===== config.mk =====
export PLATFORM = sky130hd
export DESIGN_NAME = fetch_unit
export DESIGN_NICKNAME = d
export VERILOG_FILES = /design/src/rtl/fetch_unit.sv
export SDC_FILE = /design/constraint.sdc
export NUM_CORES = 1
export LEC_CHECK = 0
export BUFFER_PORTS_ARGS = -buffer_cell sky130_fd_sc_hd__clkbuf_2
export CAP_MARGIN = 20
export CORE_AREA = 2 2 178 180
export CTS_BUF_LIST = sky130_fd_sc_hd__clkbuf_4 sky130_fd_sc_hd__clkbuf_8 sky130_fd_sc_hd__clkbuf_16
export DETAILED_ROUTE_END_ITERATION = 10
export DIE_AREA = 0 0 180 182
export PLACE_DENSITY = 0.47
export SKIP_CTS_REPAIR_TIMING = 1
export SYNTH_ARGS = -nofsm -noshare
export SYNTH_HDL_FRONTEND = slang
export SYNTH_SLANG_ARGS = --single-unit
export TNS_END_PERCENT = 100

===== constraint.sdc =====
create_clock -name clk -period 4.9 [get_ports clk]
set_clock_uncertainty 0.1 [all_clocks]
set_input_delay 0.49 -clock clk [delete_from_list [all_inputs] [get_ports clk]]
set_output_delay 0.49 -clock clk [all_outputs]
set_load 0.01 [all_outputs]

===== src/rtl/fetch_unit.sv =====
// Instruction fetch stage: owns the PC, issues in-order memory requests and buffers words for the decoder.
// Optional macro FETCH_MISALIGN_TRAP_EN turns a misaligned redirect into a sticky trap that halts fetch.
module fetch_unit #(
  parameter logic [31:0] RESET_PC  = 32'h0000_8000,
  parameter int          BUF_DEPTH = 2
) (
  input  logic        clk,
  input  logic        rstd,
  output logic        imem_req_valid,
  input  logic        imem_req_ready,
  output logic [31:0] imem_addr,
  input  logic        imem_rsp_valid,
  input  logic [31:0] imem_rsp_data,
  input  logic        redirect_valid,
  input  logic [31:0] redirect_pc,
  input  logic        halt,
  output logic        ins_valid,
  input  logic        ins_ready,
  output logic [31:0] ins,
  output logic [31:0] ins_pc,
  output logic        halted,
  output logic        misalign
);
  localparam int            AW    = $clog2(BUF_DEPTH);
  localparam logic [AW+1:0] DEPTH = (AW+2)'(BUF_DEPTH);

  typedef enum logic {RUN = 1'b0, HALT = 1'b1} state_e;

  state_e        state_q, state_d;
  logic [31:0]   pc_q, pc_d;
  logic [AW:0]   cnt_q, cnt_d, out_q, out_d, drop_q, drop_d;
  logic [AW-1:0] wr_q, wr_d, rd_q, rd_d, pq_wr_q, pq_wr_d, pq_rd_q, pq_rd_d;
  logic [31:0]   buf_ins_q [BUF_DEPTH];
  logic [31:0]   buf_pc_q  [BUF_DEPTH];
  logic [31:0]   pcq_q     [BUF_DEPTH];

  logic          run, mis_hit, stop, redir, rsp_eff, pop, push, acc;
  logic [31:0]   redir_pc;
  logic [AW+1:0] reserved;

`ifdef FETCH_MISALIGN_TRAP_EN
  logic misalign_q, misalign_d;
  assign mis_hit  = redirect_pc[1:0] != 2'b00;
  assign redir_pc = redirect_pc;
  assign misalign = rstd & misalign_q;
`else
  assign mis_hit  = 1'b0;
  assign redir_pc = redirect_pc & 32'hFFFF_FFFC;
  assign misalign = 1'b0;
`endif

  assign run     = (state_q == RUN);
  assign stop    = run & (halt | (redirect_valid & mis_hit));
  assign redir   = run & redirect_valid & ~halt & ~mis_hit;
  // Responses with nothing outstanding belong to requests discarded by reset.
  assign rsp_eff = imem_rsp_valid & (out_q != '0);

  assign ins_valid = rstd & run & (cnt_q != '0) & ~redir;
  assign pop       = ins_valid & ins_ready;

  // A same-cycle pop frees its slot, which keeps back-to-back issue at one per cycle.
  assign reserved       = {1'b0, out_q} + {1'b0, cnt_q} - {{(AW+1){1'b0}}, pop};
  assign imem_req_valid = rstd & run & ~halt & ~redirect_valid & (reserved < DEPTH);
  assign acc            = imem_req_valid & imem_req_ready;
  assign push           = rsp_eff & run & (drop_q == '0) & ~stop & ~redir;

  assign imem_addr = pc_q;
  assign ins       = ins_valid ? buf_ins_q[rd_q] : '0;
  assign ins_pc    = ins_valid ? buf_pc_q[rd_q]  : '0;
  assign halted    = rstd & (state_q == HALT);

  always_comb begin
    state_d = state_q;
    pc_d    = pc_q;
    cnt_d   = cnt_q;
    out_d   = out_q;
    drop_d  = drop_q;
    wr_d    = wr_q;
    rd_d    = rd_q;
    pq_wr_d = pq_wr_q;
    pq_rd_d = pq_rd_q;
`ifdef FETCH_MISALIGN_TRAP_EN
    misalign_d = misalign_q;
    if (run & redirect_valid & mis_hit & ~halt) misalign_d = 1'b1;
`endif
    if (acc) begin
      pc_d    = pc_q + 32'd4;
      pq_wr_d = pq_wr_q + AW'(1);
    end
    if (rsp_eff) begin
      pq_rd_d = pq_rd_q + AW'(1);
      if (drop_q != '0) drop_d = drop_q - (AW+1)'(1);
    end
    out_d = out_q + (AW+1)'(acc) - (AW+1)'(rsp_eff);
    if (push) wr_d = wr_q + AW'(1);
    if (pop)  rd_d = rd_q + AW'(1);
    cnt_d = cnt_q + (AW+1)'(push) - (AW+1)'(pop);
    if (redir) begin
      // Everything still in flight was fetched down the old path.
      pc_d   = redir_pc;
      drop_d = out_d;
      cnt_d  = '0;
      wr_d   = '0;
      rd_d   = '0;
    end
    if (stop) begin
      state_d = HALT;
      cnt_d   = '0;
      wr_d    = '0;
      rd_d    = '0;
    end
  end

  always_ff @(posedge clk) begin
    if (!rstd) begin
      state_q <= RUN;
      pc_q    <= RESET_PC;
      cnt_q   <= '0;
      out_q   <= '0;
      drop_q  <= '0;
      wr_q    <= '0;
      rd_q    <= '0;
      pq_wr_q <= '0;
      pq_rd_q <= '0;
`ifdef FETCH_MISALIGN_TRAP_EN
      misalign_q <= 1'b0;
`endif
    end else begin
      state_q <= state_d;
      pc_q    <= pc_d;
      cnt_q   <= cnt_d;
      out_q   <= out_d;
      drop_q  <= drop_d;
      wr_q    <= wr_d;
      rd_q    <= rd_d;
      pq_wr_q <= pq_wr_d;
      pq_rd_q <= pq_rd_d;
`ifdef FETCH_MISALIGN_TRAP_EN
      misalign_q <= misalign_d;
`endif
    end
  end

  always_ff @(posedge clk) begin
    if (acc) pcq_q[pq_wr_q] <= pc_q;
    if (push) begin
      buf_ins_q[wr_q] <= imem_rsp_data;
      buf_pc_q[wr_q]  <= pcq_q[pq_rd_q];
    end
  end
endmodule


Word level (Yosys, flattened, before mapping)
Memory sizes are Yosys's and may differ from the RTL's. A register that Yosys moved wholly into a read port is not among the register bits.
Cells that the tools add are included.
- add/subtract/negate cells: 12
- $lt $le $gt $ge: 1
- muxes and demuxes: 17
- bitwise gates (word level): 23
- reductions and logical operators: 10
- operators with widths (operator ; number):
    32-bit 2-to-1 mux ; 4
    32-bit by 3-bit adder with 32-bit output, second input constant ; 1
    1-bit AND ; 17
    2-bit nonzero test ; 6
    1-bit 2-to-1 mux ; 10
    2-bit 2-to-1 mux ; 3
    1-bit inverter ; 6
    1-bit adder, second input constant ; 4
    2-bit by 1-bit adder with 2-bit output ; 2
    2-bit by 1-bit subtractor with 2-bit output ; 2
    2-bit by 2-bit adder with 3-bit output ; 1
    3-bit by 2-bit < comparator with 1-bit output, second input constant ; 1
    3-bit OR reduction ; 1
    3-bit by 1-bit subtractor with 3-bit output ; 1
    2-bit logical NOT ; 1
    2-bit AND reduction ; 1
    2-bit OR reduction ; 1
    2-bit by 1-bit subtractor with 2-bit output, second input constant ; 1
- register bits: 43
- bits in writable memories: 192
- output and inout bits: 100
- memories: 3
- memories (name ; words ; width ; rd ports ; clocked after Yosys merged registers in ; write ports ; line ; text):
    buf_ins_q ; 2 ; 32 ; 1 ; 1 ; 1 ; 33 ; logic [31:0] buf_ins_q [BUF_DEPTH];
    buf_pc_q ; 2 ; 32 ; 1 ; 1 ; 1 ; 34 ; logic [31:0] buf_pc_q [BUF_DEPTH];
    pcq_q ; 2 ; 32 ; 1 ; 1 ; 1 ; 35 ; logic [31:0] pcq_q [BUF_DEPTH];

Longest topological paths before layout
Gate-level depths: netlist of the first run.
- depth after elaboration: 13
- mapped depth: 18
- mapped depth without buffers: 17

Worst setup path before layout of the first run
OpenSTA, ideal clock, no wires.
- kind: input to register
- from: input port rstd
- to: memory pcq_q[0][10] (enable)
- data arrival time: 4.016 ns
- data required time: 4.383 ns
- setup slack: 0.367 ns
- stages: 12
- buffers on the path: 1
- path through: inv_1 > or4_1 > clkbuf_1 > inv_1 > and2_1 > ha_1 > nand2b_1 > fa_1 > nand3_1 > nor3_2 > inv_2 > nor2_1
- word-level cells in the longest chain between the ends: 10
- ends and longest elaborated chain (what ; line ; text):
    from (decl) ; 8 ; input logic rstd,
    1-bit AND (3 in a row) ; 58 ; assign ins_valid = rstd & run & (cnt_q != '0) & ~redir;
    via ins_valid ; 17 ; output logic ins_valid,
    1-bit AND ; 59 ; assign pop = ins_valid & ins_ready;
    via pop ; 37 ; logic run, mis_hit, stop, redir, rsp_eff, pop, push, acc;
    3-bit by 1-bit subtractor with 3-bit output ; 62 ; assign reserved = {1'b0, out_q} + {1'b0, cnt_q} - {{(AW+1){1'b0}}, pop};
    3-bit by 2-bit < comparator with 1-bit output ; 63 ; assign imem_req_valid = rstd & run & ~halt & ~redirect_valid & (reserved < DEPTH);
    1-bit AND ; 63 ;
    1-bit AND ; 64 ; assign acc = imem_req_valid & imem_req_ready;
    1-bit 2-to-1 mux ; 145 ; if (acc) pcq_q[pq_wr_q] <= pc_q;
    1-bit 2-to-1 mux (implied by the code) ; 145 ;
    to (decl) ; 35 ;
The timed path passes the listed nets, and every way through them passes these cells.

Worst setup path after layout of the first run
- from: register cnt_q[0]
- to: register pc_q[30] (netlist: imem_addr[30])
- word-level cells in the longest chain between the ends: 9
- ends and longest elaborated chain (what ; line ; text):
    from (decl) ; 31 ; logic [AW:0] cnt_q, cnt_d, out_q, out_d, drop_q, drop_d;
    from (signal assigned) ; 131 ; cnt_q <= cnt_d;
    2-bit nonzero test ; 58 ;
    1-bit AND (2 in a row) ; 58 ;
    1-bit AND ; 59 ;
    via pop ; 37 ;
    3-bit by 1-bit subtractor with 3-bit output ; 62 ;
    3-bit by 2-bit < comparator with 1-bit output ; 63 ;
    1-bit AND ; 63 ;
    1-bit AND ; 64 ;
    2-bit nonzero test (no line) ; -- ;
    to (signal assigned) ; 130 ; pc_q <= pc_d;
    to (decl) ; 30 ; logic [31:0] pc_q, pc_d;
The timed path passes the listed nets, and every way through them passes these cells.
A chain may end at the register's enable or synchronous reset.

==> results of run 1 <==
kinds of logic after synthesis:
kind of cell	synth area share, %
compound gates	3.76
fa+ha+maj	1.31
mux	10.5
simple gates	9.29
other cells	0.0410
flops	69.7
buf+inv	2.23
xor+xnor	3.16
state kept, by name, indices dropped and copies added (netlist names), 2 cells and up, named ones only:
name / flops
buf_ins_q: 64
buf_pc_q: 60
cnt_q: 2
drop_q: 2
imem_addr: 30
out_q: 2
pcq_q: 60
layout make-up:
cell class	count	area, um2	share of cell area, %
Sequential cell	227	6390	56.6
Multi-Input combinational cell	379	2600	23.0
Timing Repair Buffer	178	953	8.44
Clock buffer	32	696	6.16
Tap cell	402	503	4.45
Clock inverter	13	96.3	0.853
Inverter	14	52.6	0.465
worst max-delay path: cells and delay by family, from the launching register on:
family / cells / cell delay, ns
flops: 1 / 0.37
simple gates: 9 / 2.56
fa+ha+maj: 2 / 0.77
buf+inv: 2 / 0.22
power groups by stage:
| stage | Sequential [mW] | Combinational (mW) | Clock (mW) |
|---|---|---|---|
| after detailed placement | 2.28 | 0.393 | 0 |
| final | 2.24 | 0.387 | 1.79 |
| after global routing | 2.25 | 0.434 | 1.93 |
| after CTS | 2.24 | 0.396 | 1.85 |
| after global placement | 2.28 | 0.391 | 0 |
| after floorplan | 2.26 | 0.267 | 0 |
metrics by stage:
step / setup slack, ns / cells / utilization [%] / cell area [um2] / power, mW
after floorplan: 0.367 / 655 / - / 9170 / 2.53
after global placement: 0.669 / 1200 / 33.9 / 10500 / 2.67
after detailed placement: 0.617 / 1200 / 33.9 / 10500 / 2.67
after CTS: 0.857 / 1245 / 36.4 / 11300 / 4.49
after global routing: 0.692 / 1245 / 36.4 / 11300 / 4.61
final: 0.847 / 1245 / 36.4 / 11300 / 4.41
per-layer routing:
metal  track usage (%)  part of all wire (%)
met4              3.67                   1.7
met5                 0                     0
met2              22.5                    48
met1              17.4                    45
met3              2.65                   5.8
Yosys cell counts, types with 2 or more instances:
master    number
buf_4          5
a31oi_1        2
inv_1         13
a311oi_1       2
buf_1          6
o21ai_1        5
nor3b_1        2
nand3_1       22
and2_1         7
nor3_1         6
dfxtp_1       43
o221ai_1       2
xor2_1        21
o31a_1         2
clkbuf_1      23
a211oi_1       4
edfxtp_1     184
mux2_2        30
nand4_1       16
nand2b_1       2
a21oi_1       18
ha_1           8
nand2_1       17
or4_1          2
nor2_1        90
or3_1          3
and3_1         5
mux2i_1       62
nor4_1         2
o21ai_0       22
xnor2_1       12
worst paths after layout:
kind | end | start | cells after the start
worst min register to register | flop | rd_q | 2
worst max-delay path | imem_addr[30] | cnt_q[0] | 13
worst max register to register | imem_addr[30] | cnt_q[0] | 13
worst min-delay path | buf_ins_q[1][14] | imem_rsp_data[14] | 1
==> reports/metrics.cfg, run 1 <==
[timing]
rsz0062_at_grt = no
timing.fmax_mhz = 247
setup_viol = 0
setup_tns_ns = 0
fin_crit_sh_pct = 82.7
finalMaxSlewViolations = 0
final_hold_viol_count = 0
period_minus_slack_ns = 4.05
max_slew_margin_pct = 47.7
fin_hold_ws_ns = 0.0498
max_slew.worst_pin.slew_ns = 0.785

[route]
num_vias = 5658
routed_wl_mm = 22.0
avgViaCountPerCell = 4.54
dr.first_iter.drc_count = 240
firstDrtPassIters = 4
wire_per_inst_um = 17.6
ant_nets = 0
drc = 0

[critical_path]
rrSetupSlack_ns = 0.85
worstPathCellList = nor2_1, or4_2, inv_1, and2_1, ha_1, nand2b_1, fa_1, nand3_1, nor3_2, inv_2, or4_4, or4_1, nand3_1
critPathMaxFanout = 8
crit_path_end_kind = flop
slowest_delay_ns = 0.63
cp_slowest_cell = or4_2
start_kind = flop
crit_type = reg -> reg
required_ns = 5.27
path_common_cell = nand3_1
cp.arrival_ns = 4.42

[logic_synthesis]
ys_seq_elements = 227
yosysTopAreaCellShare_pct = 60.3
synth-edff-count = 184
yosysWarnings = 0
netlist_area_um2 = 9160
yosys_most_used_dff = edfxtp_1
syn_area_per_cell_um2 = 14.1
async_flop_share_pct = 0
seq_area_frac_synth_pct = 69.7
synthTopCellsByArea = edfxtp_1 (60%), dfxtp_1 (9.4%), mux2i_1 (6.8%)
yosysTopAreaCell = edfxtp_1
ys_types = 44
syn_inst = 651

[cts]
clkSlewWorstSetupHoldPaths_ns = 0.06
numCtsBuffers = 26
clk_latency_ns = 0.53
cts.sinks = 227
cts_tree = done
clock_path_buffers = 3
clock-root-buffer = clkbuf_16
htreeDepth = 1

[layout]
area.growth.synth_to_final_pct = 23.3
n_fill_cell = 3033
n_antenna_cell = 0
nets = 906
layout_commonest_cell = edfxtp_1
drive_gt1_share_pct = 30.5
most-common-layout-cells = edfxtp_1 (184), clkbuf_2 (163), nor2_1 (87)

[power_and_ir_drop]
p_sw_mw = 1.00
swShare_pct = 22.7
clock_power_share_pct = 40.5
share_comb_of_total_power_pct = 8.8
p_per_area_nw_per_um2 = 391
p_seq_share_pct = 50.8
intPower_mw = 3.41
leakage_nw = 3.97
ir_drop_v = 0.000233

[global_route]
antenna_found_initial = 0
grt_max_degree = 63
grt_pass1_wl_mm = 33.6
grtUsageTotal_pct = 13.3
grt_overflow = 0
grt_pass1_vias = 5575

[place]
port_buffers = 163
place_congestion = 0.731
dp_hpwl_mm = 14.3

[run]
maxCapViolCount = 0

[run_status]
status = completed

[floorplan]
start_util_pct = 29.5
die_y_um = 182
io_pins = 171
coreArea_um2 = 31000
dieArea_um2 = 32800
die_w_um = 180
row_count = 65

[min_path]
hold_path_class = in -> reg

(Power assumes the default switching activity.)
==> run 2: changes to the inputs <==
--- a/config.mk
+++ b/config.mk
@@ -11,7 +11,7 @@
 export CTS_BUF_LIST = sky130_fd_sc_hd__clkbuf_4 sky130_fd_sc_hd__clkbuf_8 sky130_fd_sc_hd__clkbuf_16
 export DETAILED_ROUTE_END_ITERATION = 10
 export DIE_AREA = 0 0 180 182
-export PLACE_DENSITY = 0.47
+export PLACE_DENSITY = 0.49
 export SKIP_CTS_REPAIR_TIMING = 1
 export SYNTH_ARGS = -nofsm -noshare
 export SYNTH_HDL_FRONTEND = slang
==> constraint.sdc (replaced) <==
create_clock -name clk -period 3.6 [get_ports clk]
set_clock_uncertainty 0.1 [all_clocks]
set_input_delay 0.36 -clock clk [delete_from_list [all_inputs] [get_ports clk]]
set_output_delay 0.36 -clock clk [all_outputs]
set_load 0.01 [all_outputs]
==> run 2 against run 1 <==
Non-clock buffer count is 55 higher. Maximum frequency is 19% higher. Highest routed layer unchanged. Largest cell class unchanged. Critical path depth is 4 higher. Final cell count is 4.6% higher.
==> reports/metrics.cfg, run 2 (synthesis gave the netlist of run 1 again) <==
[layout]
layout_commonest_cell = edfxtp_1
top_regs = buf_ins_q x64, buf_pc_q x60, pcq_q x60
stdcell_count = 1302  ; +4.6%
drive_gt1_share_pct = 32.6  ; +2.1 points
nets = 961  ; +6.1%
n_fill_cell = 2988  ; -1.5%
n_antenna_cell = 0  ; unchanged
regMostFlops = buf_ins_q
most-common-layout-cells = edfxtp_1 (184), clkbuf_2 (163), nor2_1 (87)
area.growth.synth_to_final_pct = 31.5
largest_reg_flops = 64  ; unchanged

[global_route]
grt_overflow = 0  ; unchanged
grt_max_degree = 63  ; unchanged
grtUsageTotal_pct = 13.0  ; -0.33 points
grt_pass1_wl_mm = 32.9  ; -2.2%
grt_pass1_vias = 5599  ; +0.43%
antenna_found_initial = 0  ; unchanged

[route]
firstDrtPassIters = 4  ; unchanged
ant_nets = 0  ; unchanged
avgViaCountPerCell = 4.44  ; -2.4%
num_vias = 5777  ; +2.1%
routed_wl_mm = 21.9  ; -0.34%
drc = 0  ; unchanged
wire_per_inst_um = 16.8  ; -4.7%
dr.first_iter.drc_count = 280  ; +17%

[critical_path]
required_ns = 3.93  ; -1.34 ns
start_kind = flop
crit_type = reg -> reg
reg2reg_from = cnt_q[1]
critPathMaxFanout = 4  ; -4
crit_path_end_kind = flop
cp.arrival_ns = 3.74  ; -0.68 ns
cp-startpoint = cnt_q[1]

[floorplan]
io_pins = 171  ; unchanged
die_y_um = 182  ; unchanged
coreArea_um2 = 31000  ; unchanged
dieArea_um2 = 32800  ; unchanged
start_util_pct = 29.5  ; unchanged
row_count = 65  ; unchanged
die_w_um = 180  ; unchanged

[cts]
cts_tree = done
htreeDepth = 1  ; unchanged
clock_path_buffers = 3  ; unchanged
clk_latency_ns = 0.54  ; about the same
clkSlewWorstSetupHoldPaths_ns = 0.06  ; about the same
numCtsBuffers = 26  ; unchanged
clock-root-buffer = clkbuf_16
cts.sinks = 227  ; unchanged

[run_status]
status = completed

[timing]
period_minus_slack_ns = 3.41  ; -0.639 ns
setup_tns_ns = 0  ; unchanged
final_hold_viol_count = 0  ; unchanged
max_slew_margin_pct = 44.0  ; -3.7 points
timing.fmax_mhz = 293  ; +19%
fin_hold_ws_ns = 0.00238  ; -0.0474 ns
fin_crit_sh_pct = 94.8  ; +12 points
setup_viol = 0  ; unchanged
max_slew.worst_pin.slew_ns = 0.839  ; +0.0547 ns
finalMaxSlewViolations = 0  ; unchanged

[power_and_ir_drop]
leakage_nw = 4.30  ; +8.2%
intPower_mw = 4.96  ; +45%
share_comb_of_total_power_pct = 10.1  ; +1.3 points
clock_power_share_pct = 42.0  ; +1.5 points
p_per_area_nw_per_um2 = 530  ; +36%
ir_drop_v = 0.000308  ; +33%
p_seq_share_pct = 48.0  ; -2.8 points
p_sw_mw = 1.43  ; +42%
swShare_pct = 22.3  ; -0.38 points

[place]
port_buffers = 163  ; unchanged
place_congestion = 0.717  ; -1.9%
dp_cells = 1217  ; +1.4%
dp_hpwl_mm = 14.2  ; -0.82%

[run]
maxCapViolCount = 0  ; unchanged

[min_path]
hold_path_class = in -> reg
hold_start = redirect_pc[9]

-- run 2: through the flow --
stage / utilization [%] / instance area, um2 / setup slack, ns / power (mW)
floorplan: - / 9260 / -0.535 / 3.48
global placement: 34.7 / 10700 / -0.295 / 3.71
detailed placement: 34.7 / 10700 / -0.334 / 3.71
CTS: 37.6 / 11600 / -0.108 / 6.43
global route: 38.8 / 12000 / -0.0101 / 6.66
finish: 38.8 / 12000 / 0.186 / 6.38
-- run 2: final timing paths --
check,to,slack [ns],cells after the start
worst max register to register,drop_q[1],0.19,17
worst max-delay path,drop_q[1],0.19,17
worst min-delay path,imem_addr[9],0.002,3
worst min register to register,flop,0.42,2
-- run 2: critical path: stages, from the launching register on --
cell and delay (ns):
dfxtp_1 0.33, nor2_1 0.05, or4_4 0.50, inv_4 0.07
and2_4 0.14, ha_4 0.18, nand2b_4 0.14, fa_2 0.55
nand3_2 0.10, nor3_4 0.15, inv_2 0.08, ha_4 0.26
inv_2 0.04, ha_4 0.15, xnor2_2 0.15, xnor2_1 0.15
nand2b_1 0.13, a21oi_1 0.06
-- run 2: layer usage --
metal	up-vias	wire length (um)	global-route usage [%]
met5	-	0	0
met4	0	453	3.80
met3	35	1130	2.63
met2	149	10400	21.6
met1	2744	9880	17.2
li1	2849	-	-
-- run 2: power by group through the flow --
stage	registers [mW]	clock network (mW)	logic [mW]
3_5_place_dp	3.12	0	0.594
4_1_cts	3.06	2.77	0.600
6_report	3.06	2.68	0.642
5_1_grt	3.07	2.88	0.712
2_1_floorplan	3.08	0	0.394
3_3_place_gp	3.12	0	0.593
-- run 2: layout make-up --
class | instances | area (um2) | share of cell area [%]
multi-input combinational | 379 | 2690 | 22.4
timing repair buffer | 233 | 1510 | 12.5
clock inverter | 12 | 146 | 1.22
sequential | 227 | 6390 | 53.1
tap | 402 | 503 | 4.18
inverter | 14 | 55.1 | 0.457
clock buffer | 35 | 743 | 6.17
==> run 3: changes to the inputs <==
--- a/config.mk
+++ b/config.mk
@@ -12,6 +12,7 @@
 export DETAILED_ROUTE_END_ITERATION = 10
 export DIE_AREA = 0 0 180 182
 export PLACE_DENSITY = 0.49
+export REMOVE_ABC_BUFFERS = 1
 export SKIP_CTS_REPAIR_TIMING = 1
 export SYNTH_ARGS = -nofsm -noshare
 export SYNTH_HDL_FRONTEND = slang
==> run 3 against run 2 <==
The run now ends with hold timing left. Count of clock-buffer cells in the layout shrank 1. Global-route usage shrank 0.052 points. Sequential power hardly changed. Maximum frequency fell by 4.0%. Critical path depth is the same. Via count barely moved.
==> reports/metrics.cfg, run 3 (synthesis gave the netlist of run 1 again) <==
[layout]
regMostFlops = buf_ins_q
nets = 955  ; -0.62%
fin_area_um2 = 12000  ; -0.47%
n_fill_cell = 2999  ; +0.37%
largest_reg_flops = 64  ; unchanged
most-common-layout-cells = edfxtp_1 (184), clkbuf_2 (163), nor2_1 (87)
layout_commonest_cell = edfxtp_1
area.growth.synth_to_final_pct = 30.9
drive_gt1_share_pct = 32.7  ; +0.18 points
stdcell_count = 1298  ; -0.31%
top_regs = buf_ins_q x64, buf_pc_q x60, pcq_q x60

[route]
drc = 0  ; unchanged
dr_wl_met2_mm = 10.5  ; +0.45%
routed_wl_mm = 21.8  ; -0.34%
firstDrtPassIters = 4  ; unchanged
avgViaCountPerCell = 4.45  ; +0.38%
ant_nets = 0  ; unchanged
dr.first_iter.drc_count = 291  ; +3.9%
wire_per_inst_um = 16.8  ; about the same
highest_layer = met4
num_vias = 5781  ; +0.069%
wl_met3_mm = 1.15  ; +2.2%
met1_length_mm = 9.81  ; -0.77%

[global_route]
grt_max_degree = 63  ; unchanged
grtUsageTotal_pct = 12.9  ; -0.052 points
grt_pass1_vias = 5633  ; +0.61%
grt_overflow = 0  ; unchanged
grt_pass1_wl_mm = 33.1  ; +0.53%
antenna_found_initial = 1  ; +1

[place]
dp_cells = 1213  ; -0.33%
port_buffers = 163  ; unchanged
dp_hpwl_mm = 14.0  ; -1.2%
place_area_um2 = 10700  ; -0.88%
place_congestion = 0.745  ; +3.9%

[cts]
cts_tree = done
cts.sinks = 227  ; unchanged
clkSlewWorstSetupHoldPaths_ns = 0.06  ; about the same
clk_latency_ns = 0.51  ; -0.03 ns
numCtsBuffers = 26  ; unchanged
clock-root-buffer = clkbuf_16
clock_path_buffers = 3  ; unchanged
htreeDepth = 1  ; unchanged

[floorplan]
io_pins = 171  ; unchanged
die_y_um = 182  ; unchanged
coreArea_um2 = 31000  ; unchanged
row_count = 65  ; unchanged
start_util_pct = 29.5  ; unchanged
die_w_um = 180  ; unchanged
dieArea_um2 = 32800  ; unchanged

[power_and_ir_drop]
ir_drop_v = 0.000293  ; -5.0%
leakage_nw = 4.26  ; -0.74%
p_per_area_nw_per_um2 = 532  ; +0.34%
total_power_mw = 6.38  ; -0.13%

[critical_path]
crit_path_end_kind = flop
start_kind = flop
crit_type = reg -> reg
required_ns = 3.90  ; -0.03 ns
critPathMaxFanout = 4  ; unchanged
cp.arrival_ns = 3.86  ; +0.12 ns

[timing]
max_slew_margin_pct = 46.9  ; +2.9 points
rsz0062_at_grt = yes
setup_viol = 0  ; unchanged
fin_hold_ws_ns = -0.00671  ; -0.00909 ns
final_hold_viol_count = 1  ; +1
timing.fmax_mhz = 281  ; -4.0%
period_minus_slack_ns = 3.55  ; +0.141 ns
fin_crit_sh_pct = 98.7  ; +3.9 points
setup_tns_ns = 0  ; unchanged
max_slew.worst_pin.slew_ns = 0.797  ; -0.0429 ns
finalMaxSlewViolations = 0  ; unchanged

[min_path]
hold_path_class = in -> reg

[run_status]
violations = hold timing
status = complete, but fails checks

[run]
maxCapViolCount = 0  ; unchanged

==> run 3: per-stage QoR <==
stage | utilization (%) | setup WS, ns
floorplan | - | -2.28
global placement | 34.4 | -0.344
detailed placement | 34.4 | -0.389
CTS | 37.3 | -0.214
global route | 38.7 | -0.106
finish | 38.7 | 0.0452
==> run 3: worst max-delay path: stages, from the launching register on <==
cell	delay (ns)
dfxtp_2	0.33
nor2_1	0.04
or4_4	0.53
inv_2	0.07
and2_4	0.15
ha_4	0.19
nand2b_4	0.13
fa_1	0.53
nand3_2	0.09
nor3_2	0.24
inv_2	0.10
ha_4	0.27
inv_2	0.03
ha_4	0.15
xnor2_2	0.13
xnor2_1	0.18
nand2b_1	0.13
a21oi_1	0.06
==> run 3: power breakdown <==
part	total, mW	leakage, nW	internal (mW)	switching, mW
sequential	3.05	2.02	2.97	0.0869
clock	2.70	0.447	1.68	1.01
combinational	0.626	1.80	0.319	0.307
total	6.38	4.26	4.97	1.41
==> run 3: area by class of cell <==
cell class / instances / area (um2) / share of cell area, %
Clock inverter: 14 / 150 / 1.25
Antenna cell: 1 / 2.50 / 0.0209
Clock buffer: 34 / 753 / 6.29
Timing Repair Buffer: 227 / 1450 / 12.1
Multi-Input combinational cell: 379 / 2680 / 22.3
Inverter: 14 / 52.6 / 0.439
Tap cell: 402 / 503 / 4.20
Sequential cell: 227 / 6390 / 53.4
==> run 3: final timing paths <==
check / start / end / slack, ns / depth (start not counted)
setup / recovery: cnt_q[1] / drop_q[1] / 0.05 / 17
hold / removal: redirect_pc[25] / imem_addr[25] / -0.007 / 3
setup reg to reg: cnt_q[1] / drop_q[1] / 0.05 / 17
hold reg to reg: rd_q / rd_q / 0.42 / 2
==> run 3: metal layers <==
layer  vias to the layer above  global-route usage, %
met1                      2758                   16.8
met2                       145                   21.8
met5                         -                      0
met3                        31                   3.07
met4                         0                   3.25
li1                       2847                      -
